File: src/rtl/seg7_pkg.sv
// Shared constants for the seven-segment display path.
//
// Segment encodings are active-low for a common-anode display, bit order
// seg[0]=a .. seg[6]=g. Slot indices name which counter digit occupies each
// scan slot (and therefore which anode bit drives it).
package seg7_pkg;

  // All cathodes released: nothing lit.
  localparam logic [6:0] SEG_OFF = 7'h7F;

  localparam logic [6:0] SEG_0 = 7'h40;
  localparam logic [6:0] SEG_1 = 7'h79;
  localparam logic [6:0] SEG_2 = 7'h24;
  localparam logic [6:0] SEG_3 = 7'h30;
  localparam logic [6:0] SEG_4 = 7'h19;
  localparam logic [6:0] SEG_5 = 7'h12;
  localparam logic [6:0] SEG_6 = 7'h02;
  localparam logic [6:0] SEG_7 = 7'h78;
  localparam logic [6:0] SEG_8 = 7'h00;
  localparam logic [6:0] SEG_9 = 7'h10;

  // Scan slot order, rightmost digit first.
  localparam logic [1:0] SLOT_SEC_ONE = 2'd0;
  localparam logic [1:0] SLOT_SEC_TEN = 2'd1;
  localparam logic [1:0] SLOT_MIN_ONE = 2'd2;
  localparam logic [1:0] SLOT_MIN_TEN = 2'd3;

  // All anodes off (active-low).
  localparam logic [3:0] AN_OFF = 4'hF;

  // Phase within one digit slot.
  typedef enum logic {
    PhBlank,
    PhDrive
  } slot_phase_e;

  // Active-low one-hot anode pattern selecting slot idx.
  function automatic logic [3:0] anode_for_slot(input logic [1:0] idx);
    return ~(4'b0001 << idx);
  endfunction

endpackage

File: src/rtl/bcd_to_seg7.sv
// Combinational BCD to seven-segment decoder.
//
// Ports:
//   bcd  in  4  digit value
//   seg  out 7  active-low cathodes, seg[0]=a .. seg[6]=g
//
// Non-decimal codes (10..15) show nothing rather than hex glyphs, so a
// corrupted digit reads as a dark position instead of a misleading symbol.
module bcd_to_seg7
  import seg7_pkg::*;
(
  input  logic [3:0] bcd,
  output logic [6:0] seg
);

  always_comb begin
    seg = SEG_OFF;
    case (bcd)
      4'd0:    seg = SEG_0;
      4'd1:    seg = SEG_1;
      4'd2:    seg = SEG_2;
      4'd3:    seg = SEG_3;
      4'd4:    seg = SEG_4;
      4'd5:    seg = SEG_5;
      4'd6:    seg = SEG_6;
      4'd7:    seg = SEG_7;
      4'd8:    seg = SEG_8;
      4'd9:    seg = SEG_9;
      default: seg = SEG_OFF;
    endcase
  end

endmodule

File: src/rtl/seven_seg_scan.sv
// Time-multiplexed 4-digit seven-segment driver for the stopwatch display.
//
// Scans four BCD digits onto a common-anode, active-low display. Each digit
// owns a slot of SCAN_DIV cycles; the first GUARD cycles of every slot keep
// all anodes off so the previous digit's cathode pattern never ghosts onto
// the next anode. The digits are latched once per frame (at the start of
// slot 0) so a counter rollover mid-frame cannot show a torn time.
// Blink enables and decimal points are used live so UI changes appear on the
// next slot without waiting for a frame boundary.
//
// Parameters:
//   SCAN_DIV   clk cycles per digit slot (>= 2)
//   GUARD      blank cycles at the start of each slot (0 < GUARD < SCAN_DIV)
//   BLINK_DIV  clk cycles per blink half-period (>= 1)
//
// Ports:
//   clk          in   1  system clock
//   rst          in   1  asynchronous, active-high reset
//   sec_one      in   4  BCD seconds units  (slot 0, an[0])
//   sec_ten      in   4  BCD seconds tens   (slot 1, an[1])
//   min_one      in   4  BCD minutes units  (slot 2, an[2])
//   min_ten      in   4  BCD minutes tens   (slot 3, an[3])
//   blink_en     in   4  per-slot blink enable
//   dp_mask      in   4  per-slot decimal point enable
//   an           out  4  anode enables, active-low
//   seg          out  7  cathodes, active-low, seg[0]=a .. seg[6]=g
//   dp           out  1  decimal-point cathode, active-low
//   frame_start  out  1  one-cycle pulse the cycle after each digit snapshot
module seven_seg_scan
  import seg7_pkg::*;
#(
  parameter int unsigned SCAN_DIV  = 100000,
  parameter int unsigned GUARD     = 1000,
  parameter int unsigned BLINK_DIV = 25000000
) (
  input  logic       clk,
  input  logic       rst,
  input  logic [3:0] sec_one,
  input  logic [3:0] sec_ten,
  input  logic [3:0] min_one,
  input  logic [3:0] min_ten,
  input  logic [3:0] blink_en,
  input  logic [3:0] dp_mask,
  output logic [3:0] an,
  output logic [6:0] seg,
  output logic       dp,
  output logic       frame_start
);

  // A divider of 1 would give a zero-width counter; keep one bit that simply
  // stays at zero so the phase toggles every cycle.
  localparam int unsigned ScanW  = (SCAN_DIV > 1) ? $clog2(SCAN_DIV) : 1;
  localparam int unsigned BlinkW = (BLINK_DIV > 1) ? $clog2(BLINK_DIV) : 1;

  localparam logic [ScanW-1:0]  ScanLast  = ScanW'(SCAN_DIV - 1);
  localparam logic [ScanW-1:0]  GuardEnd  = ScanW'(GUARD);
  localparam logic [BlinkW-1:0] BlinkLast = BlinkW'(BLINK_DIV - 1);

  // ---------------------------------------------------------------------------
  // State
  // ---------------------------------------------------------------------------
  logic [ScanW-1:0]  scan_cnt_q, scan_cnt_d;
  logic [1:0]        idx_q, idx_d;
  logic [BlinkW-1:0] blink_cnt_q, blink_cnt_d;
  logic              blink_phase_q, blink_phase_d;
  logic [3:0]        digit_q [4];

  logic [3:0] an_q, an_d;
  logic [6:0] seg_q, seg_d;
  logic       dp_q, dp_d;
  logic       frame_start_q, frame_start_d;

  // ---------------------------------------------------------------------------
  // Counters
  // ---------------------------------------------------------------------------
  logic scan_wrap;
  logic blink_wrap;
  logic snapshot;

  always_comb begin
    scan_wrap  = (scan_cnt_q == ScanLast);
    scan_cnt_d = scan_wrap ? '0 : scan_cnt_q + ScanW'(1);
    idx_d      = scan_wrap ? idx_q + 2'd1 : idx_q;

    blink_wrap    = (blink_cnt_q == BlinkLast);
    blink_cnt_d   = blink_wrap ? '0 : blink_cnt_q + BlinkW'(1);
    blink_phase_d = blink_phase_q ^ blink_wrap;

    // First cycle of slot 0 starts a new frame.
    snapshot = (idx_q == SLOT_SEC_ONE) && (scan_cnt_q == '0);
  end

  // ---------------------------------------------------------------------------
  // Slot sequencing and output decode
  // ---------------------------------------------------------------------------
  slot_phase_e phase;
  logic        dark;
  logic [3:0]  cur_digit;
  logic [6:0]  cur_seg;

  // The snapshot cycle always falls inside BLANK (GUARD > 0), so decoding the
  // previously latched value there is never visible.
  assign cur_digit = digit_q[idx_q];

  bcd_to_seg7 u_decode (
    .bcd (cur_digit),
    .seg (cur_seg)
  );

  always_comb begin
    phase = (scan_cnt_q < GuardEnd) ? PhBlank : PhDrive;
    // A blinking digit in its off half-period looks exactly like the guard.
    dark  = (phase == PhBlank) || (blink_phase_q && blink_en[idx_q]);

    an_d          = AN_OFF;
    seg_d         = SEG_OFF;
    dp_d          = 1'b1;
    frame_start_d = snapshot;
    if (!dark) begin
      an_d  = anode_for_slot(idx_q);
      seg_d = cur_seg;
      dp_d  = ~dp_mask[idx_q];
    end
  end

  // ---------------------------------------------------------------------------
  // Registers
  // ---------------------------------------------------------------------------
  always_ff @(posedge clk or posedge rst) begin
    if (rst) begin
      scan_cnt_q    <= '0;
      idx_q         <= SLOT_SEC_ONE;
      blink_cnt_q   <= '0;
      blink_phase_q <= 1'b0;
      for (int i = 0; i < 4; i++) begin
        digit_q[i] <= 4'd0;
      end
      an_q          <= AN_OFF;
      seg_q         <= SEG_OFF;
      dp_q          <= 1'b1;
      frame_start_q <= 1'b0;
    end else begin
      scan_cnt_q    <= scan_cnt_d;
      idx_q         <= idx_d;
      blink_cnt_q   <= blink_cnt_d;
      blink_phase_q <= blink_phase_d;
      if (snapshot) begin
        digit_q[SLOT_SEC_ONE] <= sec_one;
        digit_q[SLOT_SEC_TEN] <= sec_ten;
        digit_q[SLOT_MIN_ONE] <= min_one;
        digit_q[SLOT_MIN_TEN] <= min_ten;
      end
      an_q          <= an_d;
      seg_q         <= seg_d;
      dp_q          <= dp_d;
      frame_start_q <= frame_start_d;
    end
  end

  assign an          = an_q;
  assign seg         = seg_q;
  assign dp          = dp_q;
  assign frame_start = frame_start_q;

endmodule

File: config.mk
export PLATFORM = sky130hd
export DESIGN_NAME = seven_seg_scan
export DESIGN_NICKNAME = d
export VERILOG_FILES = /design/src/rtl/seg7_pkg.sv /design/src/rtl/bcd_to_seg7.sv /design/src/rtl/seven_seg_scan.sv
export SDC_FILE = /design/constraint.sdc
export NUM_CORES = 1
export LEC_CHECK = 0
export ABC_AREA = 1
export BUFFER_PORTS_ARGS = -buffer_cell sky130_fd_sc_hd__buf_2
export CORE_UTILIZATION = 30
export CTS_BUF_LIST = sky130_fd_sc_hd__clkbuf_16
export DETAILED_ROUTE_END_ITERATION = 7
export PLACE_DENSITY = 0.55
export SYNTH_ARGS = -nofsm -noshare
export SYNTH_HDL_FRONTEND = slang
export SYNTH_SLANG_ARGS = --single-unit
File: constraint.sdc
create_clock -name clk -period 6.05 [get_ports clk]
set_clock_uncertainty 0.2 [all_clocks]
set_input_delay 0.3025 -clock clk [delete_from_list [all_inputs] [get_ports clk]]
set_output_delay 0.3025 -clock clk [all_outputs]
set_load 0.01 [all_outputs]
# --- Word-level counts from Yosys, hierarchy flattened ---
# Memory sizes are Yosys's and may differ from the RTL's.
# Cells that the tools add are included.
classes:
  addsub: 3
  magnitude_cmp: 3
  eq_ne: 2
  n_shift: 1
  n_mux: 12
  n_bitwise: 4
  reduce_logical: 5
ops:
  columns: ["operator", "count"]
  rows:
  - ["$add A25 B1 Y25 const B", 1]
  - ["$eq A25 B25 Y1 const B", 1]
  - ["$mux W25", 1]
  - ["$add A17 B1 Y17 const B", 1]
  - ["$eq A17 B17 Y1 const B", 1]
  - ["$logic_not A17 Y1", 1]
  - ["$lt A17 B10 Y1 const B", 1]
  - ["$mux W17", 1]
  - ["$mux W4", 3]
  - ["$bmux W4 S2", 1]
  - ["$mux W7", 1]
  - ["$bmux W1 S2", 2]
  - ["$not A4 Y4", 1]
  - ["$shl A1 B2 Y4 const A", 1]
  - ["$ge A3 B3 Y1 const B", 1]
  - ["$lt A2 B3 Y1 const B", 1]
  - ["$mux W1", 3]
  - ["$not A2 Y3", 1]
  - ["$add A2 B1 Y2 const B", 1]
  - ["$logic_and A1 B1 Y1", 2]
  - ["$logic_not A2 Y1", 1]
  - ["$logic_or A1 B1 Y1", 1]
  - ["$not A1 Y1", 1]
  - ["$xor A1 B1 Y1", 1]
word_totals:
  regBits: 74
  mem_bits_ro: 112
  input_bits: 26
  output_inout_bits: 13
  wordCells: 43
  mem_count: 1
mem_list:
  columns: ["name", "words", "word_bits", "read_ports", "rd_ports_with_merged_regs", "wr", "line_no", "source"]
  rows:
  - ["(no name shown)", 16, 7, 1, 0, 0, "bcd_to_seg7.sv:18", "case (bcd)"]

# --- Longest topological paths before layout ---
# Gate-level depths: netlist (run 1).
# An unclocked memory read counts as a cell.
logic_depth:
  word_depth: 6
  ltp_mapped: 11
  mapped_depth_nobuf: 11

# --- Hierarchy ---
# From an unflattened synthesis (run 1), not the netlist that was laid out.
hier_totals:
  hier_cells: 560
  hier_area_um2: 4119.0
by_module_without_submodules:
  columns: ["module", "instances", "cells_per_inst", "area_per_inst_um2", "seq_area_each_um2"]
  rows:
  - ["seven_seg_scan", 1, 525, 3931.3, 1866.8]
  - ["bcd_to_seg7", 1, 35, 187.7, 0.0]

# --- Worst setup path before layout (run 1) ---
# No wires, ideal clock.
synth_timing:
  path_type: "flip-flop to flip-flop"
  from: "register idx_q[1]"
  to: "register digit_q[0] in the netlist's numbering"
  setup_ns: 0.116
  arrival_ns: 1.538
  t_required_ns: 5.734
  slack_ns: 4.195
  path_stages_with_launch: 10
  path_buffers: 2
  synth_period_minus_slack_ns: 1.855
  cell_sequence: "dfrtp_1 > buf_2 > inv_1 > ha_1 > nand3b_1 > nor2_2 > nand3_4 > buf_2 > nand2_1 > nand2_1"
synth_via:
  elab_chain_cells: 2
synth_rtl:
  columns: ["element", "line_no", "source"]
  rows:
  - ["start, declared", "seven_seg_scan.sv:63", "logic [1:0] idx_q, idx_d;"]
  - ["start signal, assigned", "seven_seg_scan.sv:144", "idx_q <= idx_d;"]
  - ["$logic_not A2 Y1", "seven_seg_scan.sv:90", "snapshot = (idx_q == SLOT_SEC_ONE) && (scan_cnt_q == '0);"]
  - ["$logic_and A1 B1 Y1", "seven_seg_scan.sv:90", null]
  - ["end signal, assigned by index", "seven_seg_scan.sv:148", "digit_q[SLOT_SEC_ONE] <= sec_one;"]
  - ["end signal, assigned by index", "seven_seg_scan.sv:149", "digit_q[SLOT_SEC_TEN] <= sec_ten;"]
  - ["end signal, assigned by index", "seven_seg_scan.sv:150", "digit_q[SLOT_MIN_ONE] <= min_one;"]
  - ["end, declared", "seven_seg_scan.sv:66", "logic [3:0] digit_q [4];"]
# Every way passes these cells.
# A chain may end at the register's enable or synchronous reset.

# --- Worst setup path in the final report (run 1) ---
layout_timing:
  from: "register idx_q[0]"
  to: "register digit_q[12] in the netlist's numbering"
# Same word-level chain as after synthesis.

==> results.toml, run 1 <==
[run_status]
status = "finished clean"

[routing]
firstDrtPassIters = 4
wire_per_inst_microns = 11.9
wl_microns = 9460
drt_iter0_drc = 219
vias = 3559
ant_nets = 0
post-route-drc-count = 0
drt-vias-per-instance = 4.47

[power_and_ir_drop]
power.density_nw_per_um2 = 215
p_leak_nw = 2.37
ir_worst_vdd_uv = 105
power_mw = 1.07

[grt]
antenna_found_initial = 0
grt_pass1_vias = 3558
gr-total-overflow = 0
grt_pass1_wl_microns = 16800
grt_usage_pct = 14.8
grt_max_degree = 75

[timing]
grt_setup_unrepaired = "false"
finalCriticalPeriod_ps = 2210
hold_viol = 0
period_share_pct = 36.5
finalSetupViolCount = 0
max_freq_mhz = 453
setup_tns_ps = 0
worst_pin_slew_ps = 939
relSlewSlack_pct = 37.4
slew_viol_final = 0

[logic_synthesis]
postSynthCellCount = 558
yosysMostFrequentCell = "nand2_1"
yosys_warnings = 0
yosysUniqueCellTypes = 29
yosys-top-cells-count = "nand2_1 (192), nor2_1 (87), dfrtp_1 (62)"
ys_ff_latch = 74
synth_area_per_cell_sq_um = 7.44
synth_largest_area_cell = "dfrtp_1"
synth_area_leaders = "dfrtp_1 (37%), nand2_1 (17%), nor2_1 (7.9%), dfstp_2 (7.6%), nand3_1 (6.2%)"
synth_edf_count = 0
syn_area_sq_um = 4150
synthArstFlopShare_pct = 100
ys_seq_area_share_pct = 45.0
synth-main-ff-cell = "dfrtp_1"
synth_top_area_share_pct = 37.4
synth_nets = 596

[floorplan]
die_x_microns = 120
io-pin-count = 39
dieArea_sq_um = 14300
die_h_microns = 120
fp-row-count = 42
start_util_pct = 31.1
core_sq_um = 13300

[worst_setup_path]
slowest_stage = "dfrtp_1"
cp-start-kind = "flip-flop"
crit_type = "flip-flop to flip-flop"
arrival_ps = 2290
critPathMostFrequentCell = "nand2_1"
worstPathCellList = "inv_2 -> ha_1 -> nand3b_1 -> nor2_2 -> nand3_4 -> inv_6 -> nand2_1 -> nand2_1"
path_max_fanout = 17
crit_required_ps = 6130
slowest_delay_ps = 570
setup.worst_path.end_class = "flip-flop"

[placement]
routabilityCongestion = 0.904
dpl.hpwl_microns = 6910
io_buffers = 38

[clock_tree]
clock_latency_ps = 340
cts_buffers = 9
root_buffer = "clkbuf_16"
cts_buffer_depth = 2
cts_sinks = 74
tritoncts = "built"
htree_levels = 3
clk_pin_slew_worst_paths_ps = 60

[layout]
fin_nets = 654
drive_gt1_share_pct = 14.5
n_antenna_cell = 0
fillerInstances = 1431
area_growth_pct = 19.1

[run]
maxCapViolCount = 0

[worst_hold_path]
hp-class = "input pin to async pin"
[registers in the layout (all words and copies together), names as in the netlist]
register,flops
digit_q,16
an,4
frame_start,1
blink_cnt_q,25
blink_phase_q,1
scan_cnt_q,17
seg,7
idx_q,2
dp,1
[worst max-delay path: cells and delay by family (launching register included)]
family	cells	cell delay, ps
adder cells (fa/ha/maj)	1	250
flip-flops	1	570
AND/OR/NAND/NOR	5	610
buffers and inverters	2	510
[layout by cell type (no fill, tap or decap), types with 2 or more instances in the layout]
| cell type | netlist | layout |
|---|---|---|
| a21oi_1 | 2 | 2 |
| buf_2 | 3 | 38 |
| clkbuf_16 | 0 | 9 |
| clkinvlp_4 | 0 | 3 |
| dfrtp_1 | 62 | 62 |
| dfstp_2 | 12 | 12 |
| dlygate4sd3_1 | 0 | 16 |
| ha_1 | 12 | 12 |
| inv_1 | 60 | 61 |
| inv_2 | 4 | 5 |
| nand2_1 | 192 | 192 |
| nand2_2 | 2 | 2 |
| nand3_1 | 51 | 51 |
| nand3_2 | 3 | 3 |
| nand3b_1 | 3 | 3 |
| nand4_1 | 9 | 9 |
| nor2_1 | 87 | 87 |
| nor2_2 | 9 | 9 |
| nor3_1 | 6 | 6 |
| nor3_2 | 3 | 3 |
| o21ai_0 | 7 | 7 |
| xnor2_1 | 4 | 4 |
| xor2_1 | 16 | 16 |
[cell type report]
type,count,area (sq um),share of cell area (%)
clock buffer,9,225,4.55
clock inverter,7,63.8,1.29
inverter,65,249,5.04
multi-input combinational,411,1960,39.7
sequential,74,1870,37.8
tap,176,220,4.45
timing repair buffer,55,358,7.24
[cells by family after synthesis]
group,count (synthesis),share of synthesized area [%]
buffers and inverters,73,7.75
AOI/OAI and AO/OA,11,1.42
and+or+nand+nor,368,38.0
adders and majority gates,12,3.62
xor gates and xnor gates,20,4.22
DFF,74,45.0
[layer usage]
metal,routed length (microns),vias to the layer above,GRT usage [%]
met5,0,-,0
met4,120,0,4.45
met3,400,12,4.04
met2,4380,60,23.5
met1,4550,1649,19.6
li1,-,1838,-
[power breakdown]
part / leakage, nW / switching [mW] / internal (mW)
Clock: 0.138 / 0.203 / 0.314
Combinational: 1.31 / 0.0244 / 0.0201
Sequential: 0.927 / 0.00298 / 0.501
Total: 2.37 / 0.230 / 0.835
[metrics by stage]
stage	instances	worst slack (ps)	instance area (sq um)	hold slack (ps)	utilization (%)
floorplan	558	3690	4150	212	-
global placement	765	3840	4500	266	33.7
detailed placement	765	3810	4500	265	33.7
CTS	797	3800	4940	54.5	37.0
global route	797	3610	4940	87.7	37.0
finish	797	3840	4940	47.0	37.0
[what timing repair did]
item	CTS	global route
endpoints found under the setup margin	0	0
buffers inserted	0	0
hold buffers	16	0
gates resized for setup	0	0
endpoints found under the hold margin	16	0
[worst paths after layout]
path / slack (ps) / depth (start not counted) / end / startpoint
setup reg to reg: 3840 / 8 / digit_q[12] / idx_q[0]
min in group clk: 70 / 4 / dp / dp_mask[0]
setup / recovery: 3840 / 8 / digit_q[12] / idx_q[0]
hold reg to reg: 280 / 2 / digit_q[10] / digit_q[10]
hold / removal: 50 / 3 / scan_cnt_q[12] / rst
max in group asynchronous: 4990 / 3 / digit_q[2] / rst
Power figures use the tool's default switching activity.
==> run 2, diff against run 1 <==
--- a/config.mk
+++ b/config.mk
@@ -5,12 +5,12 @@
 export SDC_FILE = /design/constraint.sdc
 export NUM_CORES = 1
 export LEC_CHECK = 0
-export ABC_AREA = 1
+export ABC_AREA = 0
 export BUFFER_PORTS_ARGS = -buffer_cell sky130_fd_sc_hd__buf_2
 export CORE_UTILIZATION = 30
 export CTS_BUF_LIST = sky130_fd_sc_hd__clkbuf_16
 export DETAILED_ROUTE_END_ITERATION = 7
-export PLACE_DENSITY = 0.55
+export PLACE_DENSITY = 0.57
 export SYNTH_ARGS = -nofsm -noshare
 export SYNTH_HDL_FRONTEND = slang
 export SYNTH_SLANG_ARGS = --single-unit
==> constraint.sdc (replaced) <==
create_clock -name clk -period 2 [get_ports clk]
set_clock_uncertainty 0.2 [all_clocks]
set_input_delay 0.1 -clock clk [delete_from_list [all_inputs] [get_ports clk]]
set_output_delay 0.1 -clock clk [all_outputs]
set_load 0.01 [all_outputs]
==> results.toml, run 2 <==
[logic_synthesis]
yosysMostFrequentCell = "dfrtp_1"
synth_top_area_share_pct = 42.9
ys_ff_latch = 74
yosys_warnings = 0
synthArstFlopShare_pct = 100
synth_edf_count = 0
synth_largest_area_cell = "dfrtp_1"
yosys-top-cells-count = "dfrtp_1 (62), nand2_1 (27), nor2_1 (22)"
postSynthCellCount = 322
syn_area_sq_um = 3610
yosysUniqueCellTypes = 43
synth_nets = 360
ys_seq_area_share_pct = 51.6
synth-main-ff-cell = "dfrtp_1"
synth_area_leaders = "dfrtp_1 (43%), dfstp_2 (8.7%), mux2_2 (5.3%), xnor2_1 (4.4%), ha_1 (4.2%)"
synth_area_per_cell_sq_um = 11.2

[worst_setup_path]
crit_type = "flip-flop to flip-flop"
rr_worst_depth = 7
slowest_delay_ps = 460
slowest_stage = "dfrtp_2"
arrival_ps = 2000
setup.worst_path.end_class = "flip-flop"
path_max_fanout = 16
cp-start-kind = "flip-flop"
worstPathCellList = "inv_4 -> ha_4 -> nor4b_4 -> and3_4 -> nand4_4 -> buf_12 -> mux2_2"
crit_required_ps = 2020

[routing]
drt-vias-per-instance = 4.86
ant_nets = 0
post-route-drc-count = 4
wl_microns = 8240
firstDrtPassIters = 6
wire_per_inst_microns = 14.3
vias = 2809
drt_iter0_drc = 114

[layout]
fin_area_sq_um = 5030
area_growth_pct = 39.2
layout_common_cells = "dfrtp_1 (61), buf_4 (46), buf_2 (38)"
drive_gt1_share_pct = 40.2
regMostFlops = "blink_cnt_q"
fin_nets = 469
final_common_cell = "dfrtp_1"
n_antenna_cell = 0
fin_util_pct = 43.5
largestRegisters = "blink_cnt_q (25), scan_cnt_q (17), digit_q (16)"
largest_reg_flops = 25
fillerInstances = 1085
instances_no_fill = 578

[power_and_ir_drop]
p_switching_mw = 0.700
internal-power_mw = 2.55
p_comb_share_pct = 5.4
clkPwrFrac_pct = 47.6
ir_worst_vdd_uv = 329
p_leak_nw = 2.18
power.share.sequential_pct = 47.0
p_sw_share_pct = 21.5
power.density_nw_per_um2 = 646

[grt]
grt_pass1_vias = 2734
antenna_found_initial = 0
gr-total-overflow = 0
grt_max_degree = 75
grt_usage_pct = 13.7
grt_pass1_wl_microns = 13300

[placement]
io_buffers = 38
dpl.hpwl_microns = 5600
placed_area_sq_um = 4350
dp_cells = 537
post-place-ws_ps = -104
routabilityCongestion = 0.818

[timing]
finalCriticalPeriod_ps = 1980
hold_viol = 0
hold_slack_ps = 180
finalSetupViolCount = 0
max_freq_mhz = 505
worst_pin_slew_ps = 389
finalWorstSetupSlack_ps = 18.2
relSlewSlack_pct = 74.1
slew_viol_final = 0
period_share_pct = 99.1
grt_setup_unrepaired = "true"

[clock_tree]
htree_levels = 3
cts_buffer_depth = 2
cts_sinks = 74
clock_latency_ps = 340
cts_buffers = 9
clk_pin_slew_worst_paths_ps = 60
tritoncts = "built"
root_buffer = "clkbuf_16"

[floorplan]
start_util_pct = 31.3
die_h_microns = 112
dieArea_sq_um = 12500
fp-row-count = 39
core_sq_um = 11600
die_x_microns = 112
io-pin-count = 39

[worst_hold_path]
holdPathStages = 5
hp-class = "input pin to flip-flop"

[run_status]
status = "complete, but fails checks"
violations = "DRC"

[run]
maxCapViolCount = 0
run 2: cell types whose count changed after synthesis, sizes merged, moves of 11 or more:
cell	before	now
mux2	0	17
nor2	97	22
nand2	194	27
a21oi	2	13
nand3	55	13
inv	65	11
xnor2	4	18
run 2: cells by family after synthesis:
family,synth area share (%)
and+or+nand+nor,19.2
muxes,9.31
DFF,51.6
AOI/OAI and AO/OA,5.54
adders and majority gates,4.15
xor gates and xnor gates,7.27
buffers and inverters,2.84
run 2: final timing paths:
kind	start	to	slack, ps
setup reg to reg	idx_q[0]	digit_q[8]	20
hold / removal	blink_en[0]	dp	180
setup / recovery	idx_q[0]	digit_q[8]	20
min in group asynchronous	rst	scan_cnt_q[15]	230
max in group asynchronous	rst	an[1]	1060
hold reg to reg	blink_cnt_q[0]	blink_cnt_q[0]	290
run 2: repair_timing:
item / in CTS / in global routing
resized for setup: 4 / 33
setup endpoints to repair: 23 / 38
hold buffers: 21 / 0
cloned: 0 / 1
pin swaps: 1 / 8
endpoints found under the hold margin: 91 / 0
setup buffers: 1 / 3
run 2: routing by layer:
layer  routed length [microns]  vias to the layer above  part of all wire (%)  track usage (%)
met5                         0                        -                     0                0
met4                       177                        0                   2.1             7.39
met3                       350                       12                   4.2             3.65
met2                      3660                       60                    44             20.1
met1                      4060                     1372                    49             18.5
li1                          -                     1365                     -                -
run 2: layout make-up:
type	count	area, sq um	area share, %
multi-input cells	226	1850	36.8
repair buffers	109	808	16.1
flip-flops and latches	74	1870	37.1
clock buffers	9	225	4.48
well taps	143	179	3.56
clock inverters	6	51.3	1.02
inverters	11	50.0	0.995
run 2: through the flow:
| step | power (mW) | setup TNS (ps) |
|---|---|---|
| 2_1_floorplan | 1.62 | -269 |
| 4_1_cts | 3.26 | 0 |
| 3_3_place_gp | 1.67 | -64.6 |
| 5_1_grt | 3.36 | -1290 |
| 6_report | 3.25 | 0 |
| 3_5_place_dp | 1.68 | -1150 |
run 2: power groups by stage:
stage	logic, mW	clock network (mW)	registers [mW]
6_report	0.176	1.55	1.53
3_3_place_gp	0.122	0	1.55
4_1_cts	0.158	1.58	1.52
2_1_floorplan	0.0718	0	1.55
3_5_place_dp	0.124	0	1.55
5_1_grt	0.195	1.64	1.53
run 2: worst max-delay path, delay by kind of cell, from the launching register on:
kind,cells,cell delay [ps]
simple gates,3,530
flops,1,460
mux,1,270
buf+inv,2,250
fa+ha+maj,1,140
